$ cat config.mk
export PLATFORM = sky130hd
export DESIGN_NAME = if_stage_flat
export DESIGN_NICKNAME = d
export VERILOG_FILES = /design/src/rtl/if_stage_pkg.sv /design/src/rtl/if_stage_if.sv /design/src/rtl/if_id_reg.sv /design/src/rtl/if_stage.sv /design/src/flat_wrapper.sv
export SDC_FILE = /design/constraint.sdc
export NUM_CORES = 1
export LEC_CHECK = 0
export ABC_AREA = 0
export CAP_MARGIN = 15
export CORE_MARGIN = 3
export CORE_UTILIZATION = 40
export CTS_CLUSTER_DIAMETER = 40
export DETAILED_ROUTE_END_ITERATION = 10
export SLEW_MARGIN = 15
export SYNTH_ARGS = -nofsm -noshare
export SYNTH_HDL_FRONTEND = slang
export SYNTH_SLANG_ARGS = --single-unit
$ cat constraint.sdc
create_clock -name clock -period 2.5 [get_ports clock]
set_clock_uncertainty 0.15 [all_clocks]
set_input_delay 0.375 -clock clock [delete_from_list [all_inputs] [get_ports clock]]
set_output_delay 0.375 -clock clock [all_outputs]
set_load 0.02 [all_outputs]
$ cat src/rtl/if_stage_pkg.sv
// Shared fetch-stage constants, opcode values and the fetch FSM encoding.
package if_stage_pkg;

  localparam logic [6:0]  OPC_OP_IMM = 7'b0010011;
  localparam logic [6:0]  OPC_BRANCH = 7'b1100011;
  localparam logic [6:0]  OPC_JAL    = 7'b1101111;
  localparam logic [6:0]  OPC_JALR   = 7'b1100111;

  // addi x0, x0, 0
  localparam logic [31:0] NOP_INSTR_DEF = {12'd0, 5'd0, 3'b000, 5'd0, OPC_OP_IMM};
  localparam logic [63:0] RESET_PC_DEF  = 64'h0;

  typedef enum logic [1:0] {
    ST_FETCH   = 2'd0,
    ST_HOLD    = 2'd1,
    ST_DISCARD = 2'd2
  } fetch_state_t;

  function automatic logic [63:0] pc_plus4(input logic [63:0] pc);
    return pc + 64'd4;
  endfunction

endpackage

$ cat src/rtl/if_stage_if.sv
// Instruction-memory request/response bus between the fetch stage and memory.
interface if_stage_if;
  logic        req;
  logic [63:0] addr;
  logic        ack;
  logic [31:0] rdata;

  modport master (output req, output addr, input ack, input rdata);
  modport slave  (input req, input addr, output ack, output rdata);
endinterface

$ cat src/rtl/if_id_reg.sv
// IF/ID pipeline register: loads a fetched word or flushes to a bubble.
// A bubble keeps the previous pc and presents NOP_INSTR with valid low.
module if_id_reg
  import if_stage_pkg::*;
#(
  parameter logic [31:0] NOP_INSTR = NOP_INSTR_DEF
) (
  input  logic        clock,
  input  logic        reset,
  input  logic        i_load,
  input  logic        i_flush,
  input  logic [63:0] i_pc,
  input  logic [31:0] i_instr,
  output logic [63:0] o_pc,
  output logic [31:0] o_instr,
  output logic        o_valid
);

  logic [63:0] r_pc;
  logic [31:0] r_instr;
  logic        r_valid;

  // Reset wins, then flush-to-bubble, then a real load.
  always_ff @(posedge clock) begin
    if (!reset) begin
      r_pc    <= '0;
      r_instr <= NOP_INSTR;
      r_valid <= 1'b0;
    end else if (i_flush) begin
      r_instr <= NOP_INSTR;
      r_valid <= 1'b0;
    end else if (i_load) begin
      r_pc    <= i_pc;
      r_instr <= i_instr;
      r_valid <= 1'b1;
    end
  end

  assign o_pc    = r_pc;
  assign o_instr = r_instr;
  assign o_valid = r_valid;

endmodule

$ cat src/rtl/if_stage.sv
// Instruction fetch stage: PC, one-entry fetch buffer and fetch FSM.
//
// state      | meaning
// -----------+-----------------------------------------------------------
// ST_FETCH   | request outstanding at r_pc
// ST_HOLD    | fetched word parked in the buffer, memory idle
// ST_DISCARD | stale request still outstanding at r_disc_addr; drop its data
module if_stage
  import if_stage_pkg::*;
#(
  parameter logic [63:0] RESET_PC  = RESET_PC_DEF,
  parameter logic [31:0] NOP_INSTR = NOP_INSTR_DEF
) (
  input  logic              clock,
  input  logic              reset,
  input  logic              i_pc_load,
  input  logic              i_if_id_load,
  input  logic              i_branch_taken,
  input  logic [63:0]       i_branch_target,
  if_stage_if.master        imem,
  output logic [63:0]       o_if_id_pc,
  output logic [31:0]       o_if_id_instr,
  output logic              o_if_id_valid
);

  fetch_state_t r_state;
  logic [63:0]  r_pc;
  logic [63:0]  r_buf_pc;
  logic [31:0]  r_buf_instr;
  logic [63:0]  r_disc_addr;

  fetch_state_t w_state_nxt;
  logic [63:0]  w_pc_nxt;
  logic         w_advance;
  logic         w_buf_we;
  logic         w_disc_we;
  logic         w_id_load;
  logic         w_id_flush;
  logic [63:0]  w_id_pc;
  logic [31:0]  w_id_instr;

  // The stale request must keep its own address even after PC is redirected.
  assign imem.req  = reset && (r_state != ST_HOLD);
  assign imem.addr = (r_state == ST_DISCARD) ? r_disc_addr : r_pc;

  assign w_id_pc    = (r_state == ST_HOLD) ? r_buf_pc    : r_pc;
  assign w_id_instr = (r_state == ST_HOLD) ? r_buf_instr : imem.rdata;

  // Next state, next PC and IF/ID control; a redirect overrides everything.
  // When IF/ID is allowed to load but has no new word it takes a bubble, so
  // the decode stage never sees the same instruction twice.
  always_comb begin
    w_state_nxt = r_state;
    w_pc_nxt    = r_pc;
    w_advance   = i_pc_load && i_if_id_load;
    w_buf_we    = 1'b0;
    w_disc_we   = 1'b0;
    w_id_load   = 1'b0;
    w_id_flush  = 1'b0;

    if (i_branch_taken) begin
      w_pc_nxt   = i_branch_target;
      w_id_flush = 1'b1;
      unique case (r_state)
        ST_FETCH: begin
          if (!imem.ack) begin
            w_state_nxt = ST_DISCARD;
            w_disc_we   = 1'b1;
          end
        end
        ST_HOLD:  w_state_nxt = ST_FETCH;
        default:  w_state_nxt = ST_DISCARD;
      endcase
    end else begin
      unique case (r_state)
        ST_FETCH: begin
          if (imem.ack && w_advance) begin
            w_id_load = 1'b1;
            w_pc_nxt  = pc_plus4(r_pc);
          end else if (imem.ack) begin
            w_buf_we    = 1'b1;
            w_state_nxt = ST_HOLD;
            w_id_flush  = i_if_id_load;
          end else begin
            w_id_flush  = i_if_id_load;
          end
        end
        ST_HOLD: begin
          if (w_advance) begin
            w_id_load   = 1'b1;
            w_pc_nxt    = pc_plus4(r_pc);
            w_state_nxt = ST_FETCH;
          end else begin
            w_id_flush  = i_if_id_load;
          end
        end
        default: begin
          if (imem.ack) begin
            w_state_nxt = ST_FETCH;
          end
          w_id_flush = i_if_id_load;
        end
      endcase
    end
  end

  // FSM, PC, fetch buffer and stale-request address registers.
  always_ff @(posedge clock) begin
    if (!reset) begin
      r_state     <= ST_FETCH;
      r_pc        <= RESET_PC;
      r_buf_pc    <= '0;
      r_buf_instr <= NOP_INSTR;
      r_disc_addr <= '0;
    end else begin
      r_state <= w_state_nxt;
      r_pc    <= w_pc_nxt;
      if (w_buf_we) begin
        r_buf_pc    <= r_pc;
        r_buf_instr <= imem.rdata;
      end
      if (w_disc_we) begin
        r_disc_addr <= r_pc;
      end
    end
  end

  if_id_reg #(
    .NOP_INSTR (NOP_INSTR)
  ) u_if_id_reg (
    .clock   (clock),
    .reset   (reset),
    .i_load  (w_id_load),
    .i_flush (w_id_flush),
    .i_pc    (w_id_pc),
    .i_instr (w_id_instr),
    .o_pc    (o_if_id_pc),
    .o_instr (o_if_id_instr),
    .o_valid (o_if_id_valid)
  );

endmodule
$ cat src/flat_wrapper.sv
// flat-port wrapper written by rule: the top's interface ports become plain ports
module if_stage_flat import if_stage_pkg::*;
#(
  parameter logic [63:0] RESET_PC  = RESET_PC_DEF,
  parameter logic [31:0] NOP_INSTR = NOP_INSTR_DEF
)
  (clock, reset, i_pc_load, i_if_id_load, i_branch_taken, i_branch_target, o_if_id_pc, o_if_id_instr, o_if_id_valid, imem_req, imem_addr, imem_ack, imem_rdata);
  if_stage_if imem_i ();
  input  logic clock;
  input  logic reset;
  input  logic i_pc_load;
  input  logic i_if_id_load;
  input  logic i_branch_taken;
  input  logic [63:0] i_branch_target;
  output logic [63:0] o_if_id_pc;
  output logic [31:0] o_if_id_instr;
  output logic o_if_id_valid;
  output wire logic [$bits(imem_i.req)-1:0] imem_req;
  output wire logic [$bits(imem_i.addr)-1:0] imem_addr;
  input wire logic [$bits(imem_i.ack)-1:0] imem_ack;
  input wire logic [$bits(imem_i.rdata)-1:0] imem_rdata;
  assign imem_req = imem_i.req;
  assign imem_addr = imem_i.addr;
  assign imem_i.ack = imem_ack;
  assign imem_i.rdata = imem_rdata;
  if_stage #(.RESET_PC(RESET_PC), .NOP_INSTR(NOP_INSTR)) u_core (.clock(clock), .reset(reset), .i_pc_load(i_pc_load), .i_if_id_load(i_if_id_load), .i_branch_taken(i_branch_taken), .i_branch_target(i_branch_target), .imem(imem_i), .o_if_id_pc(o_if_id_pc), .o_if_id_instr(o_if_id_instr), .o_if_id_valid(o_if_id_valid));
endmodule
==> qor.csv, run 1 <==
metric;value;unit
outcome;finished, final reports clean;
asr flop ratio synth;0;
Netlist Area Pre-Place;0.0151;mm2
largest net degree at the start of global routing;211;
clk buf depth;3;
Logic pwr share;0.128;
Clk Latency, worst-skew pair;580;ps
Port-buffer cells;263;
ys flop type;dfxtp_1;
Ports;264;
Max-slew headroom;0.461;
top-count cell post-synth;nand2_1;
Worst Hold Path Cells;3;
max-slew violations;0;
Hold Slack;153;ps
Setup Viol. Count Final;0;
worst-path fanout max;8;
worst slew pin tran;808;ps
GRT Util Overall;0.233;
Reg2Reg Depth;6;
CP max-delay cell;dfxtp_4;
filler cell count;3322;
drt pass-1 iters;5;
Internal;0.0112;W
starting density of the core;0.409;
fin crit period;2500;ps
number of distinct library cells after synthesis;53;
Inserted Diodes;0;
number of hold violations in the final report;0;
CTS Buf Count;54;
WP data required;1980;ps
HP Class;input port to register;
drt via density;5.35;
ANT nets after route;0;
Fmax;400;MHz
Synth top area share;0.428;
RR Startpoint;u_core.r_pc[11];
wire per inst;18.8;um
share of the clock period used by the worst path;1.00;
CP Class;register to output pin;
drt total wl;48800;um
share of cells above drive strength 1;0.185;
Post-route DRC;0;
R2R Setup Slk;120;ps
number of enable flip-flop cells after synthesis;0;
vias in the first global route;13600;
antenna violations before repair;0;
RSZ-0062 raised after global routing;true;
Sw Ratio;0.252;
Switch Pwr;0.00377;W
post-synthesis sequential area ratio;0.428;
vias;13900;
H-Tree Level Count;2;
Synth Register Bits;323;
first-pass GRT wire length;76600;um
CTS tree;yes;
Reg clk slew, reported paths;50;ps
Power Density;701;mW/mm2
Die W;200;um
Peak supply drop;0.000621;V
clk sinks;323;
Nets;2152;
Worst EP arrival;1970;ps
HPWL Detailed;31900;um
most frequent cells after synthesis;nand2_1, dfxtp_1, a21boi_0;
CP Launch Type;register;
Syn. warnings;0;
Layout Utilization;0.577;
Crit. End Element;output pin;
GR Overflow Total;0;
core area;0.0370;mm2
Starting DRT DRC Count;856;
Max Cap Viol;0;
Post-Syn Instances;1758;
Synthesized Nets;1861;
most frequent cell on the critical path;buf_6;
CTS root buf;clkbuf_16;
sequential share of power;0.367;
Crit Reg-Reg Endpoint;u_core.r_pc[58];
clock power share;0.505;
Placer Congestion;0.880;
Layout area overhead;41.0;%
Hold Startpoint;i_branch_taken;
post-route setup TNS;0;ps
Die ar.;0.0402;mm2
Syn Area/Cell;8.60;um2
Cell Rows;70;
max incr delay on CP;350;ps
die height;200;um
crit path cell chain;nor2b_4 > buf_6 > buf_12 > buf_4 > mux2_4 > buf_6;
ranking of synthesized cells by area;dfxtp_1, nand2_1, a21boi_0;
Hold Path End;u_core.r_pc[1];
cell taking the most area after synthesis;dfxtp_1;
static leakage;8.44;nW
==> cell usage in the layout (no fill, tap or decap), types with 6 or more instances in the layout <==
| master | instances |
|---|---|
| xnor2_1 | 11 |
| bufinv_16 | 6 |
| mux2i_1 | 97 |
| nand2b_1 | 12 |
| clkbuf_16 | 56 |
| or2_2 | 6 |
| buf_6 | 51 |
| a31oi_1 | 23 |
| nor2_1 | 55 |
| o211a_1 | 78 |
| xor2_1 | 7 |
| a21boi_0 | 159 |
| a211oi_1 | 34 |
| clkbuf_8 | 11 |
| clkinv_2 | 10 |
| or4_1 | 20 |
| a21oi_1 | 12 |
| mux2_4 | 58 |
| o21ai_0 | 49 |
| or3_1 | 13 |
| nand4_1 | 31 |
| nand3_1 | 43 |
| inv_6 | 6 |
| nor3_1 | 12 |
| buf_4 | 124 |
| clkdlybuf4s50_1 | 196 |
| nand2_1 | 435 |
| dfxtp_1 | 321 |
| o31ai_1 | 21 |
| nor4_1 | 8 |
| and3_1 | 12 |
| buf_12 | 23 |
| nor2b_1 | 9 |
==> how the worst max path moves through the flow <==
stage                      startpoint               to  slack (ps)  depth (start not counted)
floorplan           u_core.r_state[1]    imem_addr[22]          70                          5
global placement            i_pc_load  u_core.r_pc[51]        -130                          7
detailed placement          i_pc_load  u_core.r_pc[51]        -230                          7
CTS                 u_core.r_state[1]    imem_addr[55]        -110                          5
global route        u_core.r_state[1]    imem_addr[16]         -60                          6
finish              u_core.r_state[0]    imem_addr[23]         0.6                          6
==> kinds of logic (layout without fill, tap and decap cells) <==
family                     count (synthesis)  in the layout  share of synthesized area
adders and majority gates                  1              1                   0.000827
muxes                                    159            159                      0.110
and+or+nand+nor                          679            679                      0.201
DFF                                      323            323                      0.428
AOI/OAI and AO/OA                        403            403                      0.204
buffers and inverters                    175            509                     0.0462
xor gates and xnor gates                  18             18                     0.0104
==> metrics by stage <==
| step | power, W | instances | area, um2 | worst slack, ps |
|---|---|---|---|---|
| 2_1_floorplan | 0.00650 | 1758 | 15100 | 73.0 |
| 3_3_place_gp | 0.00733 | 2475 | 18900 | -126 |
| 3_5_place_dp | 0.00735 | 2475 | 18900 | -233 |
| 4_1_cts | 0.0149 | 2587 | 20700 | -106 |
| 5_1_grt | 0.0155 | 2596 | 21300 | -62.5 |
| 6_report | 0.0149 | 2596 | 21300 | 0.577 |
==> routing by layer <==
layer / vias to the layer above / routed length, um / global-route usage
met5: - / 0 / 0
li1: 6789 / - / -
met4: 0 / 917 / 0.0600
met1: 6648 / 22900 / 0.324
met2: 388 / 22300 / 0.376
met3: 62 / 2670 / 0.0415
==> critical path: cells and delay by family, from the launching register on <==
family        cells  cell delay [ps]
simple gates      1              180
buf+inv           4              560
mux               1              300
flops             1              350
==> power groups by stage <==
| stage | combinational, W | clock, W | sequential (W) |
|---|---|---|---|
| 2_1_floorplan | 0.000908 | 0 | 0.00559 |
| 3_3_place_gp | 0.00175 | 0 | 0.00558 |
| 3_5_place_dp | 0.00176 | 0 | 0.00558 |
| 4_1_cts | 0.00176 | 0.00769 | 0.00548 |
| 5_1_grt | 0.00205 | 0.00794 | 0.00551 |
| 6_report | 0.00191 | 0.00755 | 0.00549 |
==> area by class of cell <==
class,count,area [um2],area share
Clock buffer,70,1520,0.0713
Sequential cell,323,6470,0.303
Tap cell,504,631,0.0296
Timing Repair Buffer,407,4120,0.193
Inverter,3,11.3,0.000528
Clock inverter,29,347,0.0163
Multi-Input combinational cell,1260,8230,0.386
==> repair_timing <==
action | CTS | global route
gates resized for setup | 271 | 170
hold endpoints to repair | 6 | 0
hold buffers | 1 | 0
endpoints found under the setup margin | 65 | 65
gates cloned | 4 | 2
pin swaps | 0 | 1
setup buffers | 8 | 8
==> registers in the layout (all words and copies together) (netlist names) <==
signal,flops
u_core.r_buf_instr,32
u_core.r_buf_pc,64
u_core.r_disc_addr,64
u_core.r_pc,64
u_core.r_state,2
u_core.u_if_id_reg.o_instr,32
u_core.u_if_id_reg.o_pc,64
u_core.u_if_id_reg.o_valid,1
(Power assumes the default switching activity.)
==> inputs of run 2 (changes only) <==
--- a/config.mk
+++ b/config.mk
@@ -7,10 +7,12 @@
 export LEC_CHECK = 0
 export ABC_AREA = 0
 export CAP_MARGIN = 15
-export CORE_MARGIN = 3
+export CELL_PAD_IN_SITES_DETAIL_PLACEMENT = 1
+export CELL_PAD_IN_SITES_GLOBAL_PLACEMENT = 1
 export CORE_UTILIZATION = 40
 export CTS_CLUSTER_DIAMETER = 40
 export DETAILED_ROUTE_END_ITERATION = 10
+export PLACE_DENSITY_LB_ADDON = 0.1
 export SLEW_MARGIN = 15
 export SYNTH_ARGS = -nofsm -noshare
 export SYNTH_HDL_FRONTEND = slang
==> qor.csv, run 2 (same netlist as run 1, synthesis figures left out) <==
metric;value;unit
DP Cell Count;2483;
Logic pwr share;0.128;
CTS root buf;clkbuf_16;
crit path cell chain;nor2b_4 > buf_4 > buf_16 > mux2_2 > buf_2;
Worst EP arrival;2010;ps
Crit. End Element;output pin;
Fmax;395;MHz
sequential share of power;0.371;
CP Class;register to output pin;
filler cell count;4147;
fin crit period;2530;ps
outcome;finished, violations left;
Setup Viol. Count Final;9;
Die W;196;um
starting density of the core;0.410;
GRT Util Overall;0.265;
WP data required;1980;ps
Switch Pwr;0.00376;W
antenna violations before repair;0;
clk buf depth;3;
GR Overflow Total;0;
leading cell type in the layout, fill and taps excluded;nand2_1;
drt via density;5.49;
drt pass-1 iters;6;
drt total wl;53000;um
Sw Ratio;0.255;
CTS tree;yes;
Starting DRT DRC Count;626;
vias in the first global route;14700;
first-pass GRT wire length;81200;um
Inserted Diodes;0;
largest net degree at the start of global routing;95;
Max-slew headroom;0.410;
clock power share;0.501;
die height;196;um
post-route cell area;0.0211;mm2
violated checks;negative setup slack;
CP max-delay cell;mux2_2;
crit path setup slack, layout;-33.8;ps
Clk Latency, worst-skew pair;580;ps
CTS Buf Count;51;
Die ar.;0.0386;mm2
static leakage;8.36;nW
Cell Rows;70;
worst-path fanout max;8;
dpl cell area;0.0190;mm2
RSZ-0062 raised after global routing;true;
max incr delay on CP;360;ps
H-Tree Level Count;2;
Buf/Inv on CP;3;
number of hold violations in the final report;0;
post-place setup slack;-304;ps
Layout area overhead;39.6;%
share of the clock period used by the worst path;1.01;
HPWL Detailed;34500;um
core area;0.0369;mm2
Port-buffer cells;263;
clk sinks;323;
Reg clk slew, reported paths;50;ps
max-slew violations;0;
vias;14300;
Internal;0.0110;W
Max Cap Viol;0;
Post-route DRC;0;
Non-Filler Instances;2596;
share of cells above drive strength 1;0.185;
HP Class;input port to register;
worst slew pin tran;884;ps
Peak supply drop;0.000507;V
wire per inst;20.4;um
Placer Congestion;0.840;
critical path's top delay family;buffers and inverters;
Ports;264;
Nets;2156;
CP Launch Type;register;
ANT nets after route;0;
Power Density;701;mW/mm2
commonest non-fill, non-tap cells in the layout;nand2_1, dfxtp_1, clkdlybuf4s50_1, a21boi_0, buf_4;
==> run 2: cell count changes in the layout (fill, tap and decap cells not counted), sizes merged <==
cell      before  now
clkinv        13   11
bufinv         6    8
clkinvlp       4    5
inv            9    6
buf          206  208
==> run 2: final timing paths <==
kind,end,slack [ps],cells past startpoint,start
min,u_core.r_pc[0],110,3,i_branch_taken
min reg2reg,u_core.r_disc_addr[48],310,2,u_core.r_disc_addr[48]
max,imem_addr[53],-30,5,u_core.r_state[0]
max reg2reg,u_core.r_pc[56],140,7,u_core.r_pc[3]
==> run 2: worst register-to-register path: cells and delay by family, from the launching register on <==
family / cells / cell delay (ps)
AO/OA/AOI/OAI: 1 / 160
adder cells (fa/ha/maj): 1 / 250
buffers and inverters: 1 / 190
flip-flops: 1 / 470
AND/OR/NAND/NOR: 4 / 1080
==> run 2: cell type report <==
type	count	area [um2]	share of cell area
Sequential cell	323	6470	0.307
Tap cell	504	631	0.0299
Clock inverter	27	370	0.0175
Clock buffer	65	1410	0.0668
Inverter	3	11.3	0.000534
Timing Repair Buffer	414	4070	0.193
Multi-Input combinational cell	1260	8140	0.386
==> run 2: repair_timing <==
item / CTS / global route
pin swaps: 0 / 1
hold buffers: 1 / 0
setup buffers: 11 / 2
gates cloned: 3 / 5
setup endpoints to repair: 65 / 53
resized for setup: 260 / 111
endpoints found under the hold margin: 1 / 0
==> run 2: power by group through the flow <==
stage	Combinational, W	Clock [W]	Sequential [W]
after floorplan	0.000908	0	0.00559
after global placement	0.00176	0	0.00558
after detailed placement	0.00179	0	0.00559
after CTS	0.00179	0.00752	0.00548
after global routing	0.00202	0.00774	0.00551
final	0.00189	0.00741	0.00549
==> run 2: through the flow <==
step	util	power [W]	setup TNS, ps	hold slack, ps
floorplan	-	0.00650	0	290
global placement	0.515	0.00734	-7360	296
detailed placement	0.515	0.00738	-18400	306
CTS	0.562	0.0148	-1220	80.4
global route	0.572	0.0153	-1270	119
finish	0.572	0.0148	-202	108
==> run 2: layer usage <==
metal  global-route usage  wire, um  up-vias
met4                0.101      1400        0
met5                    0         0        -
met3               0.0361      2510       88
li1                     -         -     6786
met2                0.442     25200      357
met1                0.347     23900     7023
==> inputs of run 3 (changes only) <==
--- a/config.mk
+++ b/config.mk
@@ -13,6 +13,7 @@
 export CTS_CLUSTER_DIAMETER = 40
 export DETAILED_ROUTE_END_ITERATION = 10
 export PLACE_DENSITY_LB_ADDON = 0.1
+export SETUP_SLACK_MARGIN = 0.2
 export SLEW_MARGIN = 15
 export SYNTH_ARGS = -nofsm -noshare
 export SYNTH_HDL_FRONTEND = slang
==> qor.csv, run 3 (same netlist as run 1, synthesis figures left out) <==
metric;value;unit
outcome;finished, violations left;
violated checks;negative setup slack;
GRT Util Overall;0.281;
Max Cap Viol;0;
sequential share of power;0.354;
Setup Viol. Count Final;43;
Die W;196;um
ANT nets after route;0;
core area;0.0369;mm2
Starting DRT DRC Count;656;
H-Tree Level Count;2;
max incr delay on CP;340;ps
Logic pwr share;0.130;
Reg clk slew, reported paths;50;ps
CTS Buf Count;55;
worst-path fanout max;8;
CP max-delay cell;dfxtp_2;
post-route setup TNS;-1480;ps
Crit Reg-Reg Endpoint;u_core.r_pc[56];
CTS root buf;clkbuf_16;
DP Cell Count;2475;
Layout area overhead;44.9;%
CP Class;register to output pin;
clk buf depth;3;
Cell Rows;70;
R2R Setup Slk;270;ps
Peak supply drop;0.000530;V
drt via density;5.54;
crit path cell chain;nor2b_4 > buf_12 > buf_8 > buf_16 > mux2_4 > buf_6;
worst slew pin tran;635;ps
Nets;2167;
GR Overflow Total;0;
vias;14500;
Worst EP arrival;2030;ps
antenna violations before repair;2;
Fmax;391;MHz
Switch Pwr;0.00393;W
Max-slew headroom;0.577;
Ports;264;
Internal;0.0116;W
largest net degree at the start of global routing;128;
CTS tree;yes;
vias in the first global route;15100;
die height;196;um
Hold Path End;u_core.r_pc[52];
CP Launch Type;register;
Crit. End Element;output pin;
Port-buffer cells;263;
clk sinks;323;
fin crit period;2560;ps
static leakage;8.68;nW
drt total wl;55200;um
Placer Congestion;0.847;
Power Density;709;mW/mm2
Clk Latency, worst-skew pair;590;ps
WP data required;1980;ps
RSZ-0062 raised after global routing;true;
Sw Ratio;0.253;
HP Class;input port to register;
Hold Startpoint;i_branch_taken;
Non-Filler Instances;2614;
Worst Hold Path Cells;3;
commonest non-fill, non-tap cells in the layout;nand2_1, dfxtp_1, clkdlybuf4s50_1, a21boi_0, buf_4;
clock power share;0.516;
post-place setup slack;-252;ps
Post-route DRC;0;
RR Startpoint;u_core.r_state[0];
number of hold violations in the final report;0;
first-pass GRT wire length;85200;um
wire per inst;21.1;um
max-slew violations;0;
crit path setup slack, layout;-58.5;ps
Die ar.;0.0386;mm2
share of cells above drive strength 1;0.207;
drt pass-1 iters;5;
starting density of the core;0.410;
HPWL Detailed;34300;um
share of the clock period used by the worst path;1.02;
Layout Utilization;0.594;
Reg2Reg Depth;7;
leading cell type in the layout, fill and taps excluded;nand2_1;
==> run 3: worst max-delay path by stage <==
stage / depth (start not counted) / end / slack, ps / from
after global placement: 7 / u_core.r_pc[51] / -160 / i_pc_load
after detailed placement: 7 / u_core.r_pc[47] / -250 / i_pc_load
final: 6 / imem_addr[43] / -60 / u_core.r_state[1]
after CTS: 6 / imem_addr[46] / -70 / u_core.r_state[1]
after global routing: 6 / imem_addr[43] / -80 / u_core.r_state[1]
after floorplan: 6 / u_core.r_pc[51] / 250 / u_core.r_pc[2]
==> run 3: through the flow <==
stage / hold slack, ps / power, W / area [um2]
global route: 106 / 0.0160 / 21900
CTS: 79.4 / 0.0156 / 21600
global placement: 297 / 0.00734 / 19000
finish: 92.2 / 0.0155 / 21900
floorplan: 290 / 0.00650 / 15100
detailed placement: 305 / 0.00738 / 19000
==> run 3: timing repair <==
item | in CTS | in global routing
hold buffers | 0 | 0
setup endpoints to repair | 87 | 109
pin swaps | 1 | 6
setup buffers | 15 | 12
resized for setup | 469 | 40
gates cloned | 6 | 3
==> run 3: per-layer routing <==
| metal | GRT usage | up-vias | wire length, um |
|---|---|---|---|
| met5 | 0 | - | 18 |
| met2 | 0.483 | 373 | 27100 |
| li1 | - | 6820 | - |
| met1 | 0.358 | 7201 | 24300 |
| met3 | 0.0394 | 86 | 2520 |
| met4 | 0.102 | 2 | 1280 |
==> run 3: layout make-up <==
class / instances / area [um2]
clock inverter: 30 / 382
clock buffer: 72 / 1590
tap: 504 / 631
fill: 4074 / 15000
timing repair buffer: 420 / 4460
inverter: 3 / 11.3
antenna: 1 / 2.50
multi-input combinational: 1261 / 8360
sequential: 323 / 6480
==> run 3: critical path, delay by kind of cell, from the launching register on <==
family,cells,cell delay [ps]
mux,1,320
flops,1,340
buf+inv,4,580
simple gates,1,190
==> run 3: power by group through the flow <==
stage          clock network, W  logic [W]  registers, W
3_5_place_dp                  0    0.00179       0.00559
5_1_grt                 0.00837    0.00215       0.00551
2_1_floorplan                 0   0.000909       0.00559
3_3_place_gp                  0    0.00176       0.00558
6_report                0.00801    0.00203       0.00550
4_1_cts                 0.00811    0.00199       0.00549
